===== config.mk =====
export PLATFORM = sky130hd
export DESIGN_NAME = ahb_master
export DESIGN_NICKNAME = d
export VERILOG_FILES = /design/src/rtl/ahb_pkg.sv /design/src/rtl/ahb_beat_counter.sv /design/src/rtl/ahb_master.sv
export SDC_FILE = /design/constraint.sdc
export NUM_CORES = 1
export LEC_CHECK = 0
export CORE_AREA = 4 4 62 87
export DETAILED_ROUTE_END_ITERATION = 10
export DIE_AREA = 0 0 66 91
export PLACE_DENSITY = 0.7
export SLEW_MARGIN = 30
export SYNTH_ARGS = -nofsm -noshare
export SYNTH_HDL_FRONTEND = slang
export SYNTH_SLANG_ARGS = --single-unit

===== constraint.sdc =====
create_clock -name HCLK -period 2.3 [get_ports HCLK]
set_input_delay 0.575 -clock HCLK [delete_from_list [all_inputs] [get_ports HCLK]]
set_output_delay 0.575 -clock HCLK [all_outputs]
set_load 0.05 [all_outputs]

===== src/rtl/ahb_pkg.sv =====
// ahb_pkg: shared AHB transfer encodings and master FSM state encodings.
package ahb_pkg;

    // AHB HTRANS encodings as seen on the bus.
    typedef enum logic [1:0] {
        HTRANS_IDLE   = 2'b00,
        HTRANS_BUSY   = 2'b01,
        HTRANS_NONSEQ = 2'b10,
        HTRANS_SEQ    = 2'b11
    } htrans_t;

    // Master sequencing states.
    typedef enum logic [2:0] {
        ST_IDLE      = 3'd0,
        ST_ADDR      = 3'd1,
        ST_BURST     = 3'd2,
        ST_LAST_DATA = 3'd3,
        ST_ERR       = 3'd4
    } state_t;

    // Width of the beat-count field (beats minus one).
    localparam int LEN_WIDTH = 4;

    // True when the transfer type carries a real address phase.
    function automatic logic trans_active(input htrans_t t);
        return (t == HTRANS_NONSEQ) || (t == HTRANS_SEQ);
    endfunction

endpackage


===== src/rtl/ahb_beat_counter.sv =====
// ahb_beat_counter: tracks the burst address and how many further address
// phases remain after the one currently on the bus.
module ahb_beat_counter
#(
    parameter int ADDRESS_WIDTH = 5
) (
    input  logic                     clk,
    input  logic                     rst,
    input  logic                     load,
    input  logic [ADDRESS_WIDTH-1:0] load_addr,
    input  logic [3:0]               load_len,
    input  logic                     advance,
    output logic [ADDRESS_WIDTH-1:0] addr,
    output logic                     last
);
    import ahb_pkg::*;

    localparam logic [ADDRESS_WIDTH-1:0] ADDR_STEP = {{(ADDRESS_WIDTH-1){1'b0}}, 1'b1};

    logic [LEN_WIDTH-1:0] left;

    // Load on command acceptance; step address (wrapping naturally) per completed address phase.
    always_ff @(posedge clk or posedge rst) begin
        if (rst) begin
            addr <= '0;
            left <= '0;
        end else if (load) begin
            addr <= load_addr;
            left <= load_len;
        end else if (advance && (left != '0)) begin
            addr <= addr + ADDR_STEP;
            left <= left - 4'd1;
        end
    end

    assign last = (left == '0);

endmodule


===== src/rtl/ahb_master.sv =====
// ahb_master: single-outstanding-command AHB burst master with pipelined
// address/data phases. Optional macro AHB_MASTER_ERR_ABORT_EN: when defined,
// an ERROR response cancels the rest of the burst; otherwise the cancelled
// beat is re-issued as NONSEQ and the burst continues.
module ahb_master
#(
    parameter int ADDRESS_WIDTH = 5,
    parameter int DATA_WIDTH    = 8
) (
    input  logic                     HCLK,
    input  logic                     HRESET,
    input  logic                     cmd_valid,
    output logic                     cmd_ready,
    input  logic                     cmd_write,
    input  logic [ADDRESS_WIDTH-1:0] cmd_addr,
    input  logic [3:0]               cmd_len,
    input  logic [DATA_WIDTH-1:0]    wr_data,
    output logic                     wr_take,
    output logic                     rsp_valid,
    output logic [DATA_WIDTH-1:0]    rsp_rdata,
    output logic                     rsp_err,
    output logic                     rsp_last,
    output logic                     HSEL,
    output logic [1:0]               HTRANS,
    output logic [ADDRESS_WIDTH-1:0] HADDR,
    output logic                     HWRITE,
    output logic [DATA_WIDTH-1:0]    HWDATA,
    input  logic                     HREADY,
    input  logic                     HRESP,
    input  logic [DATA_WIDTH-1:0]    HRDATA
);
    import ahb_pkg::*;

    state_t  state;
    htrans_t htrans;
    logic    resume_pending;
    logic    accept;
    logic    addr_done;
    logic    last_addr;
    logic    advance;

    assign accept    = cmd_valid && cmd_ready;
    assign addr_done = trans_active(htrans) && HREADY;
    assign advance   = addr_done && !last_addr;
    assign HTRANS    = htrans;
    assign HSEL      = HTRANS[1];
    assign wr_take   = addr_done && HWRITE;

    ahb_beat_counter #(
        .ADDRESS_WIDTH (ADDRESS_WIDTH)
    ) u_beat_counter (
        .clk       (HCLK),
        .rst       (HRESET),
        .load      (accept),
        .load_addr (cmd_addr),
        .load_len  (cmd_len),
        .advance   (advance),
        .addr      (HADDR),
        .last      (last_addr)
    );

    // Burst sequencer: drives the bus transfer type and produces one response per completed data phase.
    always_ff @(posedge HCLK or posedge HRESET) begin
        if (HRESET) begin
            state          <= ST_IDLE;
            htrans         <= HTRANS_IDLE;
            HWRITE         <= 1'b0;
            HWDATA         <= '0;
            cmd_ready      <= 1'b0;
            rsp_valid      <= 1'b0;
            rsp_rdata      <= '0;
            rsp_err        <= 1'b0;
            rsp_last       <= 1'b0;
            resume_pending <= 1'b0;
        end else begin
            rsp_valid <= 1'b0;
            rsp_err   <= 1'b0;
            rsp_last  <= 1'b0;
            case (state)
                ST_IDLE: begin
                    htrans <= HTRANS_IDLE;
                    if (accept) begin
                        cmd_ready <= 1'b0;
                        HWRITE    <= cmd_write;
                        htrans    <= HTRANS_NONSEQ;
                        state     <= ST_ADDR;
                    end else begin
                        cmd_ready <= 1'b1;
                    end
                end
                ST_ADDR: begin
                    if (HREADY) begin
                        if (HWRITE) begin
                            HWDATA <= wr_data;
                        end
                        if (last_addr) begin
                            htrans <= HTRANS_IDLE;
                            state  <= ST_LAST_DATA;
                        end else begin
                            htrans <= HTRANS_SEQ;
                            state  <= ST_BURST;
                        end
                    end
                end
                ST_BURST: begin
                    if (HREADY) begin
                        rsp_valid <= 1'b1;
                        rsp_rdata <= HWRITE ? '0 : HRDATA;
                        rsp_err   <= HRESP;
                        if (HWRITE) begin
                            HWDATA <= wr_data;
                        end
                        if (last_addr) begin
                            htrans <= HTRANS_IDLE;
                            state  <= ST_LAST_DATA;
                        end else begin
                            htrans <= HTRANS_SEQ;
                        end
                    end else if (HRESP) begin
                        htrans         <= HTRANS_IDLE;
                        resume_pending <= 1'b1;
                        state          <= ST_ERR;
                    end
                end
                ST_LAST_DATA: begin
                    if (HREADY) begin
                        rsp_valid <= 1'b1;
                        rsp_rdata <= HWRITE ? '0 : HRDATA;
                        rsp_err   <= HRESP;
                        rsp_last  <= 1'b1;
                        state     <= ST_IDLE;
                    end else if (HRESP) begin
                        resume_pending <= 1'b0;
                        state          <= ST_ERR;
                    end
                end
                ST_ERR: begin
                    htrans <= HTRANS_IDLE;
                    if (HREADY) begin
                        rsp_valid <= 1'b1;
                        rsp_rdata <= HWRITE ? '0 : HRDATA;
                        rsp_err   <= 1'b1;
`ifdef AHB_MASTER_ERR_ABORT_EN
                        rsp_last  <= 1'b1;
                        state     <= ST_IDLE;
`else
                        rsp_last  <= !resume_pending;
                        if (resume_pending) begin
                            htrans <= HTRANS_NONSEQ;
                            state  <= ST_ADDR;
                        end else begin
                            state  <= ST_IDLE;
                        end
`endif
                    end
                end
                default: begin
                    htrans <= HTRANS_IDLE;
                    state  <= ST_IDLE;
                end
            endcase
        end
    end

endmodule


==> flow_summary.json, run 1 <==
{
  "synth_cell_types": 38,
  "ioPinCount": 61,
  "cp-end-kind": "output port",
  "clk_pin_slew_ns": 0.07,
  "status": "finished clean",
  "clock_skew_ns": 0.003564,
  "synth-xor-area-share_pct": 2.933,
  "grt_pass1_vias": 1366,
  "viasPerCell": 4.837,
  "min_path_type": "flop to flop",
  "wl_per_cell_um": 13.27,
  "ant_nets": 0,
  "syn_area_mm2": 0.001792,
  "totalWireLength_um": 3915,
  "drtPass1Iterations": 4,
  "crit_buf_inv": 1,
  "maxCapViolations": 0,
  "drtIter0Drc": 85,
  "vias": 1427,
  "max_slew_margin_pct": 59.09,
  "cts.sinks": 36,
  "grt_pass1_wl_um": 6582,
  "synth_fa_ha_area_share_pct": 1.397,
  "cts_buffer_depth": 2,
  "ctsResizeCount": 0,
  "drc": 0,
  "placed_cell_area_mm2": 0.002456,
  "synth_top_family_by_area": "simple AND/OR/NAND/NOR gates",
  "path_delay_family": "buffers and inverters",
  "netlist.area_leader.share_pct": 50.28,
  "yosysSeqAreaShare_pct": 50.28,
  "setup_violations": 0,
  "grt_antenna_before_repair": 0,
  "p_leak_uw": 0.001097,
  "holdWs_ns": 0.4767,
  "grt_max_degree": 37,
  "diodes": 0,
  "final_nets": 265,
  "cts_made_buffers": 5,
  "slowest_delay_ns": 0.86,
  "grt.overflow.total": 0,
  "tritoncts": "yes",
  "htree_levels": 2,
  "worstMarginPinSlew_ns": 0.6136,
  "ys_warn_count": 0,
  "hold_viol": 0,
  "powerDensity_mw_per_mm2": 1560,
  "min_period_over_period_pct": 94.73,
  "area_delta_synth_final_pct": 43.09,
  "cts_root_buffer": "clkbuf_8",
  "hold_buffers": 0,
  "layoutNonFillerInstCount": 295,
  "ir_worst_vdd_mv": 0.7179,
  "synth_mux_area_share_pct": 9.637,
  "portBuffers": 60,
  "final_core_util_pct": 56.52,
  "path_cells": "clkdlybuf4s50_1",
  "dp_hpwl_um": 2867,
  "drive_gt1_share_pct": 13.73,
  "tns_ns": 0,
  "crit_path_start_kind": "flop",
  "required_ns": 1.73,
  "row_count": 29,
  "core_area_mm2": 0.004536,
  "period_minus_slack_ns": 2.179,
  "ys_ff_latch": 36,
  "insertion_delay_ns": 0.28,
  "slew_viol_final": 0,
  "initial_core_util_pct": 39.50,
  "fmax_mhz": 459.0,
  "synthTopCellsByArea": "dfrtp_1, mux2_4, nand2b_1",
  "post_cts_buffers": 0,
  "synth-simple-area-share_pct": 20.39,
  "synth_cells": 169,
  "globalplace.congestion": 0.8767,
  "die-area_mm2": 0.006006,
  "yosysTopAreaCell": "dfrtp_1",
  "die_h_um": 91,
  "placed_cells": 287,
  "cp_max_fo": 7,
  "cp.arrival_ns": 1.60,
  "path_class": "flop to output port",
  "die_w_um": 66,
  "synth_area_per_cell_um2": 10.60,
  "synth_compound_area_share_pct": 11.45,
  "finalInstanceArea_mm2": 0.002564,
  "grt_usage_pct": 14.00,
  "rsz0062_at_grt": "false",
  "synth_fp_nets": 202,
  "slowest_stage": "clkdlybuf4s50_1"
}
[per-stage QoR]
stage | setup slack [ns] | power (uW)
2_1_floorplan | 0.3374 | 2803
3_3_place_gp | 0.1515 | 3448
3_5_place_dp | 0.05286 | 3476
4_1_cts | 0.1101 | 4040
5_1_grt | 0.05080 | 4245
6_report | 0.1212 | 3999
[state kept, by name (all words and copies together) (netlist names), 2 cells and up]
signal               count
HWDATA                   8
rsp_rdata                8
u_beat_counter.addr      5
u_beat_counter.left      4
state                    3
HTRANS                   2
[synth_stat cells, drive strengths merged]
library cell   n
and3           1
nand3          4
o21ba          1
o21bai         1
a221o          1
o21ai         11
xnor2          6
clkbuf         2
o32ai          1
mux2i          3
nand2b        11
o211a          1
nor2b          3
nor4           1
buf            6
or3b           1
nor3           6
ha             2
mux2          10
a221oi         2
nor3b          6
a2111oi        1
nor2          17
a21boi         1
dfrtp         36
inv            5
nand2         17
a21oi         12
[path summary, 6_finish.rpt]
kind                                               startpoint                    endpoint  slack (ns)  cells after the start
min in group asynchronous                              HRESET  resume_pending$_DFFE_PP0P_        0.68                      3
setup reg to reg           u_beat_counter.left[0]$_DFFE_PP0P_        state[0]$_DFFE_PP0P_        0.48                      6
max in group asynchronous                              HRESET       HWDATA[5]$_DFFE_PP0P_        1.29                      3
setup / recovery                        HTRANS[1]$_DFFE_PP0P_                   HTRANS[1]        0.12                      1
hold reg to reg                      rsp_rdata[4]$_DFFE_PP0P_    rsp_rdata[4]$_DFFE_PP0P_        0.48                      2
hold / removal                       rsp_rdata[4]$_DFFE_PP0P_    rsp_rdata[4]$_DFFE_PP0P_        0.48                      2
[report_power, final]
group          switching (uW)  leakage, uW  internal (uW)
registers                 285     0.000439            921
clock network             220    0.0000552            321
logic                    1340     0.000603            910
[metal layers]
metal,wire length (um),GRT usage [%]
met1,1719,18.75
met2,1829,21.09
met3,324,4.444
met4,42,5.254
met5,0,0
[cell families after synthesis]
group | count (synthesis)
AO/OA/AOI/OAI | 32
XOR/XNOR | 6
adder cells (fa/ha/maj) | 2
buffers and inverters | 13
flip-flops | 36
multiplexers | 13
AND/OR/NAND/NOR | 67
[cells in the final DEF (no fill, tap or decap), types with 2 or more instances in the layout]
cell type	synthesis	final
nand3_1	4	4
nand2b_1	11	11
xnor2_1	6	6
clkbuf_8	0	5
mux2i_1	3	3
nor3b_1	4	4
nor2_1	16	16
mux2_2	2	2
ha_1	2	2
inv_1	5	5
clkdlybuf4s50_1	0	58
buf_4	3	5
dfrtp_1	36	36
a21oi_1	12	12
nand2_1	16	16
nor3b_2	2	2
nor3_1	5	5
mux2_4	8	8
o21ai_0	9	9
nor2b_1	3	3
[cell type report]
class,instances,area (um2)
clock buffers,6,72.57
clock inverters,2,35.03
fillers,409,1972
inverters,5,18.77
multi-input cells,120,820.8
flip-flops and latches,36,900.9
well taps,62,77.57
repair buffers,64,638.1
(Power assumes the default switching activity.)
==> run 2: changes to the inputs <==
CTS_CLUSTER_DIAMETER = 100   (was default)
==> results of run 2 <==
The final DEF is identical to that of run 1; final timing and power are the same.
==> run 3: changes to the inputs <==
ABC_CLOCK_PERIOD_IN_PS = 2300   (was default)
==> results of run 3 <==
The final DEF is identical to that of run 1; final timing and power are the same.
